<file path="src/rtl/uart_pkg.sv">
// Shared UART definitions used by the TX and RX datapaths.
package uart_pkg;

    typedef enum logic [1:0] {
        TX_IDLE,
        TX_START,
        TX_DATA,
        TX_STOP
    } tx_state_e;

    localparam int unsigned UART_CLKS_PER_BIT_DEFAULT = 434;
    localparam int unsigned UART_DATA_BITS            = 8;

endpackage

</file>
<file path="src/rtl/uart_tx_controller_if.sv">
// Core-side handshake, shift-register strobes and line outputs of the TX controller.
interface uart_tx_controller_if;

    logic valid_i;
    logic ready_o;
    logic load_byte_o;
    logic shift_o;
    logic serial_i;
    logic tx_o;
    logic busy_o;
    logic done_o;

    // Controller side.
    modport slave (
        input  valid_i,
        input  serial_i,
        output ready_o,
        output load_byte_o,
        output shift_o,
        output tx_o,
        output busy_o,
        output done_o
    );

    // Core / shift-register side.
    modport master (
        output valid_i,
        output serial_i,
        input  ready_o,
        input  load_byte_o,
        input  shift_o,
        input  tx_o,
        input  busy_o,
        input  done_o
    );

endinterface

</file>
<file path="src/rtl/uart_baud_gen.sv">
// Bit-period counter: counts 0..ClksPerBit-1, flags the last cycle with tick.
module uart_baud_gen #(
    parameter int unsigned ClksPerBit = 434
) (
    input  logic clk_i,
    input  logic rst_ni,
    input  logic clear,
    output logic tick
);

    localparam int unsigned CntW = $clog2(ClksPerBit);
    localparam logic [CntW-1:0] CntLast = CntW'(ClksPerBit - 1);

    logic [CntW-1:0] cnt_q;
    logic [CntW-1:0] cnt_d;

    assign tick = (cnt_q == CntLast);

    // Clear wins over counting; wrap to zero after the last cycle of a bit.
    always_comb begin
        cnt_d = cnt_q + 1'b1;
        if (clear || tick) begin
            cnt_d = '0;
        end
    end

    // Counter register.
    always_ff @(posedge clk_i or negedge rst_ni) begin
        if (!rst_ni) begin
            cnt_q <= '0;
        end else begin
            cnt_q <= cnt_d;
        end
    end

endmodule

</file>
<file path="src/rtl/uart_tx_controller.sv">
// UART transmit sequencer: frames start, 8 data bits (LSB first) and stop bit.
module uart_tx_controller
    import uart_pkg::*;
#(
    parameter int unsigned CLKS_PER_BIT = UART_CLKS_PER_BIT_DEFAULT
) (
    input  logic                  clk_i,
    input  logic                  rst_ni,
    uart_tx_controller_if.slave   bus
);

    localparam int unsigned IdxW = $clog2(UART_DATA_BITS);
    localparam logic [IdxW-1:0] IdxLast = IdxW'(UART_DATA_BITS - 1);

    tx_state_e       state_q, state_d;
    logic [IdxW-1:0] bit_idx_q, bit_idx_d;
    logic            done_q, done_d;
    logic            tick;
    logic            shift;
    logic            tx;
    logic            cnt_clear;

    // Counter restarts on every state change so each state lasts whole bit periods.
    assign cnt_clear = (state_q == TX_IDLE) || (state_d != state_q);

    uart_baud_gen #(
        .ClksPerBit (CLKS_PER_BIT)
    ) u_baud_gen (
        .clk_i  (clk_i),
        .rst_ni (rst_ni),
        .clear  (cnt_clear),
        .tick   (tick)
    );

    // Next-state, bit counter and shift strobe.
    always_comb begin
        state_d   = state_q;
        bit_idx_d = bit_idx_q;
        shift     = 1'b0;
        done_d    = 1'b0;
        unique case (state_q)
            TX_IDLE: begin
                if (bus.valid_i) begin
                    state_d = TX_START;
                end
            end
            TX_START: begin
                if (tick) begin
                    shift     = 1'b1;
                    bit_idx_d = '0;
                    state_d   = TX_DATA;
                end
            end
            TX_DATA: begin
                if (tick) begin
                    if (bit_idx_q == IdxLast) begin
                        state_d = TX_STOP;
                    end else begin
                        shift     = 1'b1;
                        bit_idx_d = bit_idx_q + 1'b1;
                    end
                end
            end
            TX_STOP: begin
                if (tick) begin
                    state_d = TX_IDLE;
                    done_d  = 1'b1;
                end
            end
            default: begin
                state_d = TX_IDLE;
            end
        endcase
    end

    // Line level depends only on state and the shift register output.
    always_comb begin
        tx = 1'b1;
        unique case (state_q)
            TX_START: tx = 1'b0;
            TX_DATA:  tx = bus.serial_i;
            default:  tx = 1'b1;
        endcase
    end

    // State, bit counter and registered done pulse.
    always_ff @(posedge clk_i or negedge rst_ni) begin
        if (!rst_ni) begin
            state_q   <= TX_IDLE;
            bit_idx_q <= '0;
            done_q    <= 1'b0;
        end else begin
            state_q   <= state_d;
            bit_idx_q <= bit_idx_d;
            done_q    <= done_d;
        end
    end

    assign bus.ready_o     = (state_q == TX_IDLE);
    assign bus.load_byte_o = bus.valid_i && (state_q == TX_IDLE);
    assign bus.shift_o     = shift;
    assign bus.tx_o        = tx;
    assign bus.busy_o      = (state_q != TX_IDLE);
    assign bus.done_o      = done_q;

endmodule

</file>
<file path="src/flat_wrapper.sv">
// flat-port wrapper written by rule: the top's interface ports become plain ports
module uart_tx_controller_flat import uart_pkg::*;
#(
    parameter int unsigned CLKS_PER_BIT = UART_CLKS_PER_BIT_DEFAULT
)
  (clk_i, rst_ni, bus_valid_i, bus_serial_i, bus_ready_o, bus_load_byte_o, bus_shift_o, bus_tx_o, bus_busy_o, bus_done_o);
  uart_tx_controller_if bus_i ();
  input  logic clk_i;
  input  logic rst_ni;
  input wire logic [$bits(bus_i.valid_i)-1:0] bus_valid_i;
  input wire logic [$bits(bus_i.serial_i)-1:0] bus_serial_i;
  output wire logic [$bits(bus_i.ready_o)-1:0] bus_ready_o;
  output wire logic [$bits(bus_i.load_byte_o)-1:0] bus_load_byte_o;
  output wire logic [$bits(bus_i.shift_o)-1:0] bus_shift_o;
  output wire logic [$bits(bus_i.tx_o)-1:0] bus_tx_o;
  output wire logic [$bits(bus_i.busy_o)-1:0] bus_busy_o;
  output wire logic [$bits(bus_i.done_o)-1:0] bus_done_o;
  assign bus_i.valid_i = bus_valid_i;
  assign bus_i.serial_i = bus_serial_i;
  assign bus_ready_o = bus_i.ready_o;
  assign bus_load_byte_o = bus_i.load_byte_o;
  assign bus_shift_o = bus_i.shift_o;
  assign bus_tx_o = bus_i.tx_o;
  assign bus_busy_o = bus_i.busy_o;
  assign bus_done_o = bus_i.done_o;
  uart_tx_controller #(.CLKS_PER_BIT(CLKS_PER_BIT)) u_core (.clk_i(clk_i), .rst_ni(rst_ni), .bus(bus_i));
endmodule
</file>
<file path="config.mk">
export PLATFORM = sky130hd
export DESIGN_NAME = uart_tx_controller_flat
export DESIGN_NICKNAME = d
export VERILOG_FILES = /design/src/rtl/uart_pkg.sv /design/src/rtl/uart_tx_controller_if.sv /design/src/rtl/uart_baud_gen.sv /design/src/rtl/uart_tx_controller.sv /design/src/flat_wrapper.sv
export SDC_FILE = /design/constraint.sdc
export NUM_CORES = 1
export LEC_CHECK = 0
export ABC_AREA = 1
export CORE_MARGIN = 4
export CORE_UTILIZATION = 54
export DETAILED_ROUTE_END_ITERATION = 10
export PLACE_DENSITY = 0.77
export SYNTH_ARGS = -nofsm -noshare
export SYNTH_HDL_FRONTEND = slang
export SYNTH_HIERARCHICAL = 1
export SYNTH_SLANG_ARGS = --single-unit
</file>
<file path="constraint.sdc">
create_clock -name clk_i -period 2 [get_ports clk_i]
set_clock_uncertainty 0.2 [all_clocks]
set_input_delay 0.4 -clock clk_i [delete_from_list [all_inputs] [get_ports clk_i]]
set_output_delay 0.4 -clock clk_i [all_outputs]
set_load 0.01 [all_outputs]
</file>
==> Flow_metrics.wiki <==
{| class="wikitable"
! Metric !! Value
|-
| Commonest cells post-synth || sky130_fd_sc_hd__nand2_1 (38), sky130_fd_sc_hd__inv_1 (21), sky130_fd_sc_hd__nor2_1 (18)
|-
| Cell taking the most area after synthesis || sky130_fd_sc_hd__dfrtp_1
|-
| Part of the total power dissipated in the clock network || 11.0%
|-
| Pin count of the biggest net entering global routing || 16
|-
| Data arrival time at the worst-slack endpoint || 1.55 ns
|-
| HPWL after detailed placement || 1.618 mm
|-
| Cell family with most CP delay || simple AND/OR/NAND/NOR gates
|-
| Max stage delay on crit path || 0.41 ns
|-
| Number of antenna violations at the first check in global routing || 0
|-
| Number of routed nets with antenna violations || 0
|-
| CP max FO || 2
|-
| Sequential power share || 22.2%
|-
| Number of diodes || 0
|-
| Global-route total usage across every layer || 20.14%
|-
| Endpoint class of the critical path || output pin
|-
| Clock period minus worst slack || 2.150 ns
|-
| Clock transition at path regs || 0.10 ns
|-
| Hold_buf cts || 0
|-
| Flops & latches, synth || 15
|-
| Weighted congestion at the end of routability-driven global placement || 0.8590
|-
| Number of cells after detailed placement || 177
|-
| Average instance area after synthesis || 7.294 um^2
|-
| Number of core rows || 14
|-
| Switching share of total power || 44.57%
|-
| Net Count, Synth || 141
|-
| DRC Markers || 0
|-
| Critical Path Most Common Cell || sky130_fd_sc_hd__nand2_2
|-
| Clock Latency Late Sink || 0.29 ns
|-
| Number of port buffers || 9
|-
| Post-synth top flop || sky130_fd_sc_hd__dfrtp_1
|-
| Post-Syn Area || 940.9 um^2
|-
| Clock root buffer || sky130_fd_sc_hd__clkbuf_4
|-
| FFs w/ async S/R, synth || 100.0%
|-
| CTS max path bufs || 2
|-
| Worst min path class || input port to async pin
|-
| Failing checks || setup timing
|-
| Pwr per Cell Area || 1167 nW/um^2
|-
| Highest achievable clock rate || 465.2 MHz
|-
| Wire length per cell || 16.26 um
|-
| Category of the critical setup timing path || flop to output pin
|-
| Iteration count of the initial detailed-routing pass || 4
|-
| Post-route fraction of the period consumed by the critical path || 107.5%
|-
| I/O pins || 10
|-
| Cell Int Power || 929.6 uW
|-
| Total global routing overflow || 0
|-
| Sw Pwr || 747.4 uW
|-
| Critical-path cell list || inv_2, ha_4, nand2_2, nor2_2, nand2_2, inv_2, nand2_2, nor2_2, buf_2
|-
| Portion of synthesized cell area occupied by the leading cell type || 39.89%
|-
| Smallest hold slack || 0.2211 ns
|-
| Final setup slack of the worst path || -0.1497 ns
|-
| Crit path launch type || flop
|-
| Count of mapped cells out of synthesis || 129
|-
| Inserted Clock Buffers || 3
|-
| Die extent in x || 49.74 um
|-
| Buffers & Inverters on Critical Path || 3
|-
| Core region area || 1577 um^2
|-
| Initial Utilization || 59.68%
|-
| Number of synthesized flops with an enable pin || 0
|-
| First-pass GRT wire length || 3.801 mm
|-
| Count leader, synth || sky130_fd_sc_hd__nand2_1
|-
| Number of maximum-capacitance violations || 0
|-
| Post-Route WL || 3.106 mm
|-
| Deepest level of the CTS H-tree || 1
|-
| Layout cell share with drive strength beyond 1 || 42.86%
|-
| Clock tree from TritonCTS || yes
|-
| Warning count from the yosys run || 6
|-
| Net total in the final layout || 188
|-
| Number of endpoints with negative hold slack in the final report || 0
|-
| First DRT Iteration DRCs || 34
|-
| Fraction of the yosys area taken by sequential cells || 39.89%
|-
| Finished Layout Cells || 191
|-
| Number of distinct standard cells referenced by the synthesized netlist || 16
|-
| Leak pwr || 0.7248 nW
|-
| Run status || finished, violations left
|-
| Comb pwr share || 66.8%
|-
| Ranking of synthesized cells by area || sky130_fd_sc_hd__dfrtp_1 (40%), sky130_fd_sc_hd__nand2_1 (15%), sky130_fd_sc_hd__ha_1 (11%), sky130_fd_sc_hd__inv_1 (8.4%), sky130_fd_sc_hd__nor2_1 (7.2%)
|-
| Die Span Y || 49.74 um
|-
| Vias post-DR || 1048
|-
| Total setup violations reported at the end of the flow || 10
|-
| Req. time, crit path || 1.40 ns
|-
| Slew Limit Fails || 0
|-
| Unrepaired setup endpoints after global routing || yes
|-
| Floorplan die area || 2474 um^2
|-
| Via-to-Cell Ratio || 5.487
|-
| Number of fill cells in the layout || 68
|-
| Layout overhead on the synthesized area || 52.79%
|-
| Transition at the pin with the smallest max-transition slack || 0.2371 ns
|-
| Vias in the first global route || 903
|-
| Worst vdd rail ir drop || 1.155 mV
|-
| Pre-CTS setup slack || -0.1638 ns
|-
| Total clock sinks || 15
|-
| Rel. slew slack || 84.11%
|-
| Core occupancy in the finished layout || 91.19%
|-
| Critical-path cell with the highest stage delay || sky130_fd_sc_hd__dfrtp_1
|}
[state kept, by name, indices dropped and copies added (netlist names)]
signal	count
u_core/u_baud_gen/cnt_q	9
u_core/state_q	2
u_core/bus.done_o	1
u_core/bit_idx_q	3
[metal layers]
metal | up-vias | share of wire, % | global-route usage [%] | routed length [um]
met2 | 42 | 52 | 34.58 | 1605
met5 | - | 0 | 0 | 0
met1 | 519 | 41 | 24.01 | 1265
met4 | 0 | 3.2 | 9.677 | 99
met3 | 10 | 4.4 | 3.614 | 136
li1 | 477 | - | - | -
[worst paths after layout]
kind	startpoint	endpoint	slack [ns]	depth (start not counted)
max reg2reg	u_core/u_baud_gen/cnt_q[1]	u_core/u_baud_gen/cnt_q[7]	-0.13	17
min in group clk_i	u_core/bit_idx_q[2]	u_core/bit_idx_q[2]	0.37	2
max in group asynchronous	rst_ni	u_core/u_baud_gen/cnt_q[4]	1.20	2
min	rst_ni	u_core/state_q[0]	0.22	2
min reg2reg	u_core/bit_idx_q[2]	u_core/bit_idx_q[2]	0.37	2
max	u_core/u_baud_gen/cnt_q[1]	bus_shift_o	-0.15	9
[placed cells by master, fill, tap and decap left out]
cell,netlist,final
sky130_fd_sc_hd__nand3_1,4,4
sky130_fd_sc_hd__clkinv_2,0,1
sky130_fd_sc_hd__xnor2_1,2,2
sky130_fd_sc_hd__clkbuf_2,0,1
sky130_fd_sc_hd__clkbuf_4,0,3
sky130_fd_sc_hd__buf_4,0,29
sky130_fd_sc_hd__a21oi_1,4,4
sky130_fd_sc_hd__ha_4,0,4
sky130_fd_sc_hd__nand2_2,5,8
sky130_fd_sc_hd__dfrtp_1,15,15
sky130_fd_sc_hd__o21ai_0,7,6
sky130_fd_sc_hd__buf_2,0,2
sky130_fd_sc_hd__clkdlybuf4s50_1,0,4
sky130_fd_sc_hd__nand2_8,0,1
sky130_fd_sc_hd__nand2_1,38,33
sky130_fd_sc_hd__nor3_2,1,1
sky130_fd_sc_hd__nand2_4,0,1
sky130_fd_sc_hd__nor2_4,1,3
sky130_fd_sc_hd__ha_1,8,4
sky130_fd_sc_hd__a21oi_2,1,1
sky130_fd_sc_hd__xor2_1,1,1
sky130_fd_sc_hd__o21ai_1,0,1
sky130_fd_sc_hd__inv_2,2,8
sky130_fd_sc_hd__dlygate4sd2_1,0,2
sky130_fd_sc_hd__nor2_2,1,8
sky130_fd_sc_hd__buf_6,0,4
sky130_fd_sc_hd__inv_1,21,15
sky130_fd_sc_hd__nor2_1,18,9
[logic make-up (layout without fill, tap and decap cells)]
| family | count (synthesis) | in the layout | synth area share (%) |
|---|---|---|---|
| and+or+nand+nor | 68 | 68 | 30.72 |
| buffers and inverters | 23 | 69 | 9.176 |
| DFF | 15 | 15 | 39.89 |
| AOI/OAI and AO/OA | 12 | 12 | 6.782 |
| adders and majority gates | 8 | 8 | 10.64 |
| xor gates and xnor gates | 3 | 3 | 2.793 |
[timing repair]
item | CTS | global route
pin swaps | 3 | 14
resized for setup | 21 | 30
setup endpoints to repair | 14 | 12
gates cloned | 0 | 0
endpoints found under the hold margin | 0 | 0
buffers inserted | 2 | 8
[power by group through the flow]
stage	clock [mW]	sequential [mW]	combinational, mW
after floorplan	0	0.378	0.375
after global placement	0	0.367	0.682
after detailed placement	0	0.370	0.709
after CTS	0.188	0.362	0.761
after global routing	0.205	0.375	1.20
final	0.185	0.372	1.12
[cell type report]
cell class / instances / area, um^2 / share of cell area [%]
clock buffer: 3 / 22.52 / 1.567
clock inverter: 1 / 5.005 / 0.3481
inverter: 23 / 86.33 / 6.005
multi-input combinational: 91 / 593.1 / 41.25
sequential: 15 / 375.4 / 26.11
tap: 16 / 20.02 / 1.393
timing repair buffer: 42 / 335.3 / 23.32
[through the flow]
| step | cell area [um^2] | power, mW | setup TNS [ns] |
|---|---|---|---|
| floorplan | 940.9 | 0.7523 | 0 |
| CTS | 1275 | 1.312 | -0.2780 |
| global placement | 1224 | 1.049 | -0.2950 |
| finish | 1438 | 1.677 | -1.104 |
| detailed placement | 1224 | 1.079 | -0.9147 |
| global route | 1438 | 1.777 | -2.433 |
(Power assumes the default switching activity.)
